==> src/rtl/ram_pkg.sv <==
// Shared RAM geometry defaults and the BIST state encoding.
package ram_pkg;

  localparam int ADDR_W_DEF = 6;
  localparam int DATA_W_DEF = 8;
  localparam logic [7:0] PATTERN_DEF = 8'h55;
  localparam int RAM_DEPTH = 2 ** ADDR_W_DEF;

  typedef enum logic [2:0] {
    ST_IDLE,
    ST_W_UP,
    ST_RW_UP,
    ST_R_DOWN,
    ST_DONE
  } bist_state_t;

endpackage

==> src/rtl/bist_addr_ctr.sv <==
// Up/down address counter with synchronous load and a direction-aware terminal flag.
module bist_addr_ctr
  import ram_pkg::*;
#(
  parameter int ADDR_W = ADDR_W_DEF
) (
  input  logic              clk,
  input  logic              rst,
  input  logic              load,
  input  logic [ADDR_W-1:0] load_val,
  input  logic              en,
  input  logic              up,
  output logic [ADDR_W-1:0] count,
  output logic              tc
);

  localparam logic [ADDR_W-1:0] CNT_MAX = '1;

  always_ff @(posedge clk or posedge rst) begin
    if (rst) begin
      count <= '0;
    end else if (load) begin
      count <= load_val;
    end else if (en) begin
      count <= up ? count + 1'b1 : count - 1'b1;
    end
  end

  // Terminal value depends on direction so phase ends never rely on wrap-around.
  assign tc = up ? (count == CNT_MAX) : (count == '0);

endmodule

==> src/rtl/ram_bist.sv <==
// March-test BIST for a single-port RAM: write P up, read P / write ~P up,
// read ~P down; reports pass/fail with the first failing address and data.
module ram_bist
  import ram_pkg::*;
#(
  parameter int                ADDR_W  = ADDR_W_DEF,
  parameter int                DATA_W  = DATA_W_DEF,
  parameter logic [DATA_W-1:0] PATTERN = PATTERN_DEF
) (
  input  logic              clk,
  input  logic              rst,
  input  logic              start,
  output logic              busy,
  output logic              done,
  output logic              pass,
  output logic [ADDR_W-1:0] fail_addr,
  output logic [DATA_W-1:0] fail_data,
  output logic [DATA_W-1:0] mem_data,
  output logic [ADDR_W-1:0] mem_addr,
  output logic              mem_we,
  input  logic [DATA_W-1:0] mem_out
);

  localparam logic [DATA_W-1:0] PATTERN_N = ~PATTERN;
  localparam logic [ADDR_W-1:0] ADDR_MAX  = '1;

  bist_state_t       state_reg;
  logic              phase_reg;
  logic              first_reg;
  logic              drain_reg;
  logic [ADDR_W-1:0] cmp_addr_reg;

  logic              ctr_load;
  logic [ADDR_W-1:0] ctr_load_val;
  logic              ctr_en;
  logic              ctr_up;
  logic [ADDR_W-1:0] ctr_count;
  logic              ctr_tc;
  logic              rw_miss;
  logic              rd_miss;

  // The counter register is the RAM address register itself.
  bist_addr_ctr #(.ADDR_W(ADDR_W)) u_ctr (
    .clk      (clk),
    .rst      (rst),
    .load     (ctr_load),
    .load_val (ctr_load_val),
    .en       (ctr_en),
    .up       (ctr_up),
    .count    (ctr_count),
    .tc       (ctr_tc)
  );

  assign mem_addr = ctr_count;
  assign rw_miss  = (mem_out != PATTERN);
  assign rd_miss  = (mem_out != PATTERN_N);

  always_comb begin
    ctr_load     = 1'b0;
    ctr_load_val = '0;
    ctr_en       = 1'b0;
    ctr_up       = 1'b1;
    case (state_reg)
      ST_IDLE, ST_DONE: ctr_load = start;
      ST_W_UP: begin
        if (ctr_tc) ctr_load = 1'b1;
        else        ctr_en   = 1'b1;
      end
      ST_RW_UP: begin
        if (phase_reg) begin
          if (rw_miss) begin
            ctr_load = 1'b1;
          end else if (ctr_tc) begin
            ctr_load     = 1'b1;
            ctr_load_val = ADDR_MAX;
          end else begin
            ctr_en = 1'b1;
          end
        end
      end
      ST_R_DOWN: begin
        ctr_up = 1'b0;
        if (drain_reg || (!first_reg && rd_miss)) ctr_load = 1'b1;
        else if (!ctr_tc)                         ctr_en   = 1'b1;
      end
      default: ctr_load = 1'b1;
    endcase
  end

  always_ff @(posedge clk or posedge rst) begin
    if (rst) begin
      state_reg    <= ST_IDLE;
      phase_reg    <= 1'b0;
      first_reg    <= 1'b0;
      drain_reg    <= 1'b0;
      cmp_addr_reg <= '0;
      busy         <= 1'b0;
      done         <= 1'b0;
      pass         <= 1'b0;
      fail_addr    <= '0;
      fail_data    <= '0;
      mem_we       <= 1'b0;
      mem_data     <= '0;
    end else begin
      case (state_reg)
        ST_IDLE, ST_DONE: begin
          if (start) begin
            state_reg <= ST_W_UP;
            busy      <= 1'b1;
            done      <= 1'b0;
            pass      <= 1'b0;
            fail_addr <= '0;
            fail_data <= '0;
            mem_we    <= 1'b1;
            mem_data  <= PATTERN;
          end
        end
        ST_W_UP: begin
          if (ctr_tc) begin
            state_reg <= ST_RW_UP;
            phase_reg <= 1'b0;
            mem_we    <= 1'b0;
            mem_data  <= '0;
          end
        end
        ST_RW_UP: begin
          if (!phase_reg) begin
            phase_reg <= 1'b1;
            mem_we    <= 1'b1;
            mem_data  <= PATTERN_N;
          end else begin
            // The ~P write for this address is already on the port and lands regardless.
            phase_reg <= 1'b0;
            mem_we    <= 1'b0;
            mem_data  <= '0;
            if (rw_miss) begin
              state_reg <= ST_DONE;
              busy      <= 1'b0;
              done      <= 1'b1;
              pass      <= 1'b0;
              fail_addr <= ctr_count;
              fail_data <= mem_out;
            end else if (ctr_tc) begin
              state_reg <= ST_R_DOWN;
              first_reg <= 1'b1;
              drain_reg <= 1'b0;
            end
          end
        end
        ST_R_DOWN: begin
          cmp_addr_reg <= ctr_count;
          first_reg    <= 1'b0;
          if (!first_reg && rd_miss) begin
            state_reg <= ST_DONE;
            busy      <= 1'b0;
            done      <= 1'b1;
            pass      <= 1'b0;
            fail_addr <= cmp_addr_reg;
            fail_data <= mem_out;
          end else if (drain_reg) begin
            state_reg <= ST_DONE;
            busy      <= 1'b0;
            done      <= 1'b1;
            pass      <= 1'b1;
            drain_reg <= 1'b0;
          end else if (ctr_tc) begin
            drain_reg <= 1'b1;
          end
        end
        default: state_reg <= ST_IDLE;
      endcase
    end
  end

endmodule

==> config.mk <==
export PLATFORM = sky130hd
export DESIGN_NAME = ram_bist
export DESIGN_NICKNAME = d
export VERILOG_FILES = /design/src/rtl/ram_pkg.sv /design/src/rtl/bist_addr_ctr.sv /design/src/rtl/ram_bist.sv
export SDC_FILE = /design/constraint.sdc
export NUM_CORES = 1
export LEC_CHECK = 0
export BUFFER_PORTS_ARGS = -buffer_cell sky130_fd_sc_hd__buf_2
export CAP_MARGIN = 0
export CORE_AREA = 2 2 70 72
export CTS_BUF_LIST = sky130_fd_sc_hd__clkbuf_16
export DETAILED_ROUTE_END_ITERATION = 12
export DIE_AREA = 0 0 72 74
export HOLD_SLACK_MARGIN = 0.02
export PLACE_DENSITY_LB_ADDON = 0.3
export SYNTH_ARGS = -nofsm -noshare
export SYNTH_HDL_FRONTEND = slang
export SYNTH_HIERARCHICAL = 1
export SYNTH_SLANG_ARGS = --single-unit
==> constraint.sdc <==
create_clock -name clk -period 5.74 [get_ports clk]
set_clock_uncertainty 0.1 [all_clocks]
set_input_delay 1.148 -clock clk [delete_from_list [all_inputs] [get_ports clk]]
set_output_delay 1.148 -clock clk [all_outputs]
set_load 0.03 [all_outputs]
# ---- Word level (Yosys, flattened, before mapping)
# Cells that the tools add are included.
dict set report classes {
  eq_ne 17
  n_reduce_logical 18
  n_mux 67
  addsub 2
}
# operator n
set op_table {}
lappend op_table {{6-bit two-way mux} 11}
lappend op_table {{8-bit two-way mux} 7}
lappend op_table {{8-bit case mux with 3 select lines} 2}
lappend op_table {{1-bit two-way mux} 29}
lappend op_table {{3-bit two-way mux} 7}
lappend op_table {{5-bit AND reduction} 4}
lappend op_table {{6-bit case mux with 3 select lines} 1}
lappend op_table {{2-bit != test, second input constant} 8}
lappend op_table {{1-bit case mux with 3 select lines} 5}
lappend op_table {{3-bit case mux with 4 select lines} 1}
lappend op_table {{8-bit by 7-bit != test with 1-bit output, second input constant} 1}
lappend op_table {{8-bit != test, second input constant} 1}
lappend op_table {{6-bit by 1-bit adder with 6-bit output, second input constant} 1}
lappend op_table {{3-bit by 2-bit equality test with 1-bit output, second input constant} 2}
lappend op_table {{6-bit equality test, second input constant} 1}
lappend op_table {{6-bit logical NOT} 1}
lappend op_table {{3-bit != test, second input constant} 2}
lappend op_table {{1-bit case mux with 2 select lines} 3}
lappend op_table {{2-bit nonzero test} 3}
lappend op_table {{3-bit nonzero test} 2}
lappend op_table {{6-bit by 1-bit subtractor with 6-bit output, second input constant} 1}
lappend op_table {{1-bit case mux with 4 select lines} 1}
lappend op_table {{4-bit AND reduction} 1}
lappend op_table {{3-bit by 1-bit equality test with 1-bit output, second input constant} 1}
lappend op_table {{other kinds (8)} 8}
dict set report totals {
  reg_bits 44
  in_bits 11
  word_cells 117
}

# ---- Longest topological paths before layout
dict set report logic_depth {
  ltp_word 8
  mapped_depth 15
  ltp_nobuf 11
}

# ---- Modules after synthesis
# Netlist, hierarchy kept.
# mod area_each_um2 n_inst seq_area_each_um2 cells_per_inst
set by_module_without_submodules {}
lappend by_module_without_submodules {ram_bist 1716.6 1 800.8 159}
lappend by_module_without_submodules {bist_addr_ctr 524.3 1 150.1 60}

# ---- Worst setup path after synthesis
# Ideal clock, no wire load.
dict set report synth_path {
  path_type {in2reg}
  from {input mem_out[3]}
  to {register u_ctr.count[5]}
  arrival_time_ns 2.606
  t_required_ns 5.513
  setup_ns 0.127
  cell_stages 9
  n_path_buf 2
  setup_slack_ns 2.907
  cell_sequence {nor4bb_1 -> a21o_1 -> a2bb2oi_1 -> nor2b_1 -> buf_4 -> clkbuf_1 -> nand3b_1 -> a21o_1 -> nand3_1}
}
dict set report synth_via {
  elab_chain_cells 6
  word_cells_on_any_way 17
}
# element line_no
set synth_lines {}
lappend synth_lines {{start, declared} ram_bist.sv:21} ;# input logic [DATA_W-1:0] mem_out
lappend synth_lines {{8-bit != test} ram_bist.sv:56} ;# assign rd_miss = (mem_out != PATTERN_N);
lappend synth_lines {{1-bit logical AND} ram_bist.sv:83} ;# if (drain_reg || (!first_reg && rd_miss)) ctr_load = 1'b1;
lappend synth_lines {{1-bit logical OR} ram_bist.sv:83}
lappend synth_lines {{1-bit two-way mux} ram_bist.sv:83}
lappend synth_lines {{1-bit case mux with 4 select lines *} ram_bist.sv:63} ;# case (state_reg)
lappend synth_lines {{named net ctr_load} ram_bist.sv:33} ;# logic ctr_load;
lappend synth_lines {{6-bit two-way mux or 2-bit nonzero test (tied branches)} n/a}
lappend synth_lines {{end signal, assigned} bist_addr_ctr.sv:23} ;# count <= load_val;
lappend synth_lines {{end signal, assigned} bist_addr_ctr.sv:25} ;# count <= up ? count + 1'b1 : count - 1'b1;
lappend synth_lines {{end, declared} bist_addr_ctr.sv:13} ;# output logic [ADDR_W-1:0] count,
# Mark *: on every way through the listed nets, which the timed path passes. The rest lies on a longest branch.
# A chain may end at the register's enable or synchronous reset.

# ---- Final worst setup path
dict set report layout_path {
  from {register state_reg[1]}
  to {register u_ctr.count[4]}
}
dict set report layout_via {
  elab_chain_cells 7
  word_cells_on_any_way 24
}
# element line_no
set layout_lines {}
lappend layout_lines {{start, declared} ram_bist.sv:27} ;# bist_state_t state_reg;
lappend layout_lines {{start signal, assigned} ram_bist.sv:92} ;# state_reg <= ST_IDLE;
lappend layout_lines {{start signal, assigned} ram_bist.sv:108} ;# state_reg <= ST_W_UP;
lappend layout_lines {{start signal, assigned} ram_bist.sv:120} ;# state_reg <= ST_RW_UP;
lappend layout_lines {{3-bit by 2-bit equality test with 1-bit output *} ram_bist.sv:63}
lappend layout_lines {{1-bit two-way mux *} bist_addr_ctr.sv:30} ;# assign tc = up ? (count == CNT_MAX) : (count == '0);
lappend layout_lines {{named net ctr_tc} ram_bist.sv:38} ;# logic ctr_tc;
lappend layout_lines {{1-bit two-way mux *} {ram_bist.sv:66, ram_bist.sv:73}}
lappend layout_lines {{1-bit two-way mux} ram_bist.sv:71} ;# if (rw_miss) begin
lappend layout_lines {{1-bit two-way mux} ram_bist.sv:70} ;# if (phase_reg) begin
lappend layout_lines {{1-bit case mux with 4 select lines *} ram_bist.sv:63}
lappend layout_lines {{named net ctr_load} ram_bist.sv:33}
lappend layout_lines {{6-bit two-way mux or 2-bit nonzero test (tied branches)} n/a}
# Mark *: on every way through the listed nets, which the timed path passes. The rest lies on a longest branch. The select of a mux whose other input is x is not followed.

==> results.tsv <==
metric	value	unit
status	finished clean	
post-synthesis cell type count	52	
# port buffers	42	
Die Area	0.005328	mm2
ys flop type	dfrtp_1	
Hold Vio Cnt, Final	0	
share of cells above drive strength 1	28.85	%
cts hold-fix bufs	0	
Post-CTS Resized	0	
Tcrit/Tclk final	68.87	%
P per Cell Area	376.0	mW/mm2
most frequent cells in the layout	buf_2 (42), dfrtp_1 (38), nand2_1 (18)	
Num CTS Buffers	5	
Yosys reg bits	38	
crit path DAT	4010	ps
Fmax	253.0	MHz
Antenna Violating Nets Remaining	0	
register area share after synthesis	42.43	%
Initial DRT Pass Iterations	4	
Die Y	74	um
most common cell after layout, fill and taps aside	buf_2	
Worst setup SP type	register	
Syn Inst Count	219	
total grt overflow	0	
simple-gate share of the synthesized area	18.54	%
Vias/cell	5.319	
Antenna diodes	0	
CP required	5790	ps
1st-iter DRT viols	116	
CTS Buffer Depth	2	
Slew headroom	37.11	%
R2R Path End	u_ctr/count[4]	
CP max FO	18	
Hold Crit Class	reg -> reg	
Syn Nets	235	
Compound-Gate Fraction of Synth Area	12.84	%
Crit. End Element	register	
worst-margin pin slew	941.4	ps
main combinational cell family by area after synthesis	simple AND/OR/NAND/NOR gates	
CTS tree	done	
Synth Warn #	6	
Wirelength per Cell	13.73	um
cells on worst reg2reg path	10	
Total GRT Usage	17.08	%
vias after detailed routing	1633	
final-stage net count	268	
Post-synth EDFFs	0	
vias in the first global route	1478	
worst min-delay path endpoint	mem_we	
mux cell area share after synthesis	13.40	%
setup TNS	0	ps
setup bufs post-CTS	0	
ys async rst share	100.0	%
RSZ-0062 raised after global routing	no	
Crit Path Class	reg -> reg	
Core Box Area	0.004598	mm2
synthesized cell area	0.002241	mm2
Most flops, register	fail_data	
I/O pins	43	
Die W	72	um
Setup-failing EPs final	0	
pre-CTS setup slack	1776	ps
initial antenna violation count	0	
RR Startpoint	state_reg[1]	
Final Max Slew Viols	0	
area grow syn2layout	14.52	%
post-route minimum period	3953	ps
worst hold start	mem_we	
Starting Density	48.73	%
max reg flops	8	
first-pass GRT wire length	6.982	mm
Max Cap Viol	0	
reg-to-reg setup timing slack	1790	ps
Max rail drop VDD	0.1844	mV
DRC errors left	0	
largest net degree at the start of global routing	33	
Synth Area in XOR/XNOR	1.173	%
dpl hpwl	3.096	mm
syn avg cell area	10.23	um2
Synth Area in Adders	3.127	%
CTS Sinks	38	
Root Driver	clkbuf_16	
Clk Latency, worst-skew pair	280	ps
# rows	25	
Filler Cell Count	416	
gpl congestion	0.8256	
Lkg Pwr	0.001374	uW
Worst Slack Setup Final	1787	ps
Clock Pin Slew Worst Setup and Hold Paths	50	ps
H-tree Lvls	2	
Min-Delay Path Depth	1	
final wirelength	4.215	mm
[how the worst max path moves through the flow]
stage,start,endpoint,slack [ps],cells after the start
2_1_floorplan,mem_out[3],u_ctr/count[5],2910,9
3_3_place_gp,state_reg[1],u_ctr/count[4],1870,10
3_5_place_dp,state_reg[1],u_ctr/count[4],1780,10
4_1_cts,state_reg[1],u_ctr/count[4],1770,10
5_1_grt,state_reg[1],u_ctr/count[3],1400,11
6_report,state_reg[1],u_ctr/count[4],1790,10
[final cells by class]
type	count	area, um2	share of cell area [%]
clock inverter	3	45.04	1.755
tap	54	67.56	2.633
clock buffer	5	125.1	4.876
sequential	38	950.9	37.06
timing repair buffer	43	217.7	8.484
inverter	16	60.06	2.340
multi-input combinational	148	1100	42.86
[metrics by stage]
stage / cells / utilization [%] / instance area (um2) / power (uW) / hold WS (ps)
floorplan: 219 / - / 2241 / 609.1 / 364.8
global placement: 299 / 52.11 / 2396 / 657.4 / 365.8
detailed placement: 299 / 52.11 / 2396 / 661.2 / 390.3
CTS: 307 / 55.81 / 2566 / 976.4 / 403.6
global route: 307 / 55.81 / 2566 / 1019 / 420.3
finish: 307 / 55.81 / 2566 / 964.8 / 394.6
[cells in the mapped netlist (all sizes together) (3+ instances only)]
| cell | instances | area, um2 |
|---|---|---|
| dfrtp | 38 | 950.9 |
| nand2 | 18 | 67.56 |
| inv | 16 | 60.05 |
| mux2i | 15 | 150.1 |
| nor2 | 14 | 52.55 |
| buf | 13 | 115.1 |
| mux2 | 13 | 150.1 |
| a21o | 9 | 67.56 |
| a21oi | 9 | 45.04 |
| o21ai | 9 | 45.04 |
| nand3 | 5 | 25.02 |
| clkbuf | 4 | 15.01 |
| ha | 4 | 50.05 |
| nand4 | 4 | 25.02 |
| and4b | 3 | 30.03 |
| nand2b | 3 | 26.27 |
| nor2b | 3 | 18.77 |
| nor3b | 3 | 27.52 |
| or3 | 3 | 18.77 |
[power by group]
part	leakage, uW	switching (uW)	internal [uW]
clock network	0.0000760	106	205
registers	0.000504	60.5	300
logic	0.000794	176	117
total	0.00137	343	622
[kinds of logic after synthesis]
group                    count (synthesis)
buffers and inverters                   33
AO/OA/AOI/OAI                           41
XOR/XNOR                                 3
multiplexers                            28
AND/OR/NAND/NOR                         71
flip-flops                              38
adder cells (fa/ha/maj)                  5
[worst max-delay path, stage by stage, from the launching register on]
cell and delay [ps]:
dfrtp_1 510, nor2b_1 630, and2_1 320, inv_2 140, nor4_1 270, nand2_1 80
o21ai_0 300, a211oi_1 90, nor2b_1 770, and4b_1 280, or3_1 340
[per-layer routing]
metal	up-vias	GRT usage, %	routed length (um)	share of wire, %
met1	757	22.62	2009	48
met5	-	0	0	0
li1	829	-	-	-
met2	45	27.26	1957	46
met4	0	5.660	25	0.59
met3	2	4.878	222	5.3
Note: power is estimated with default switching activity, not from simulation.
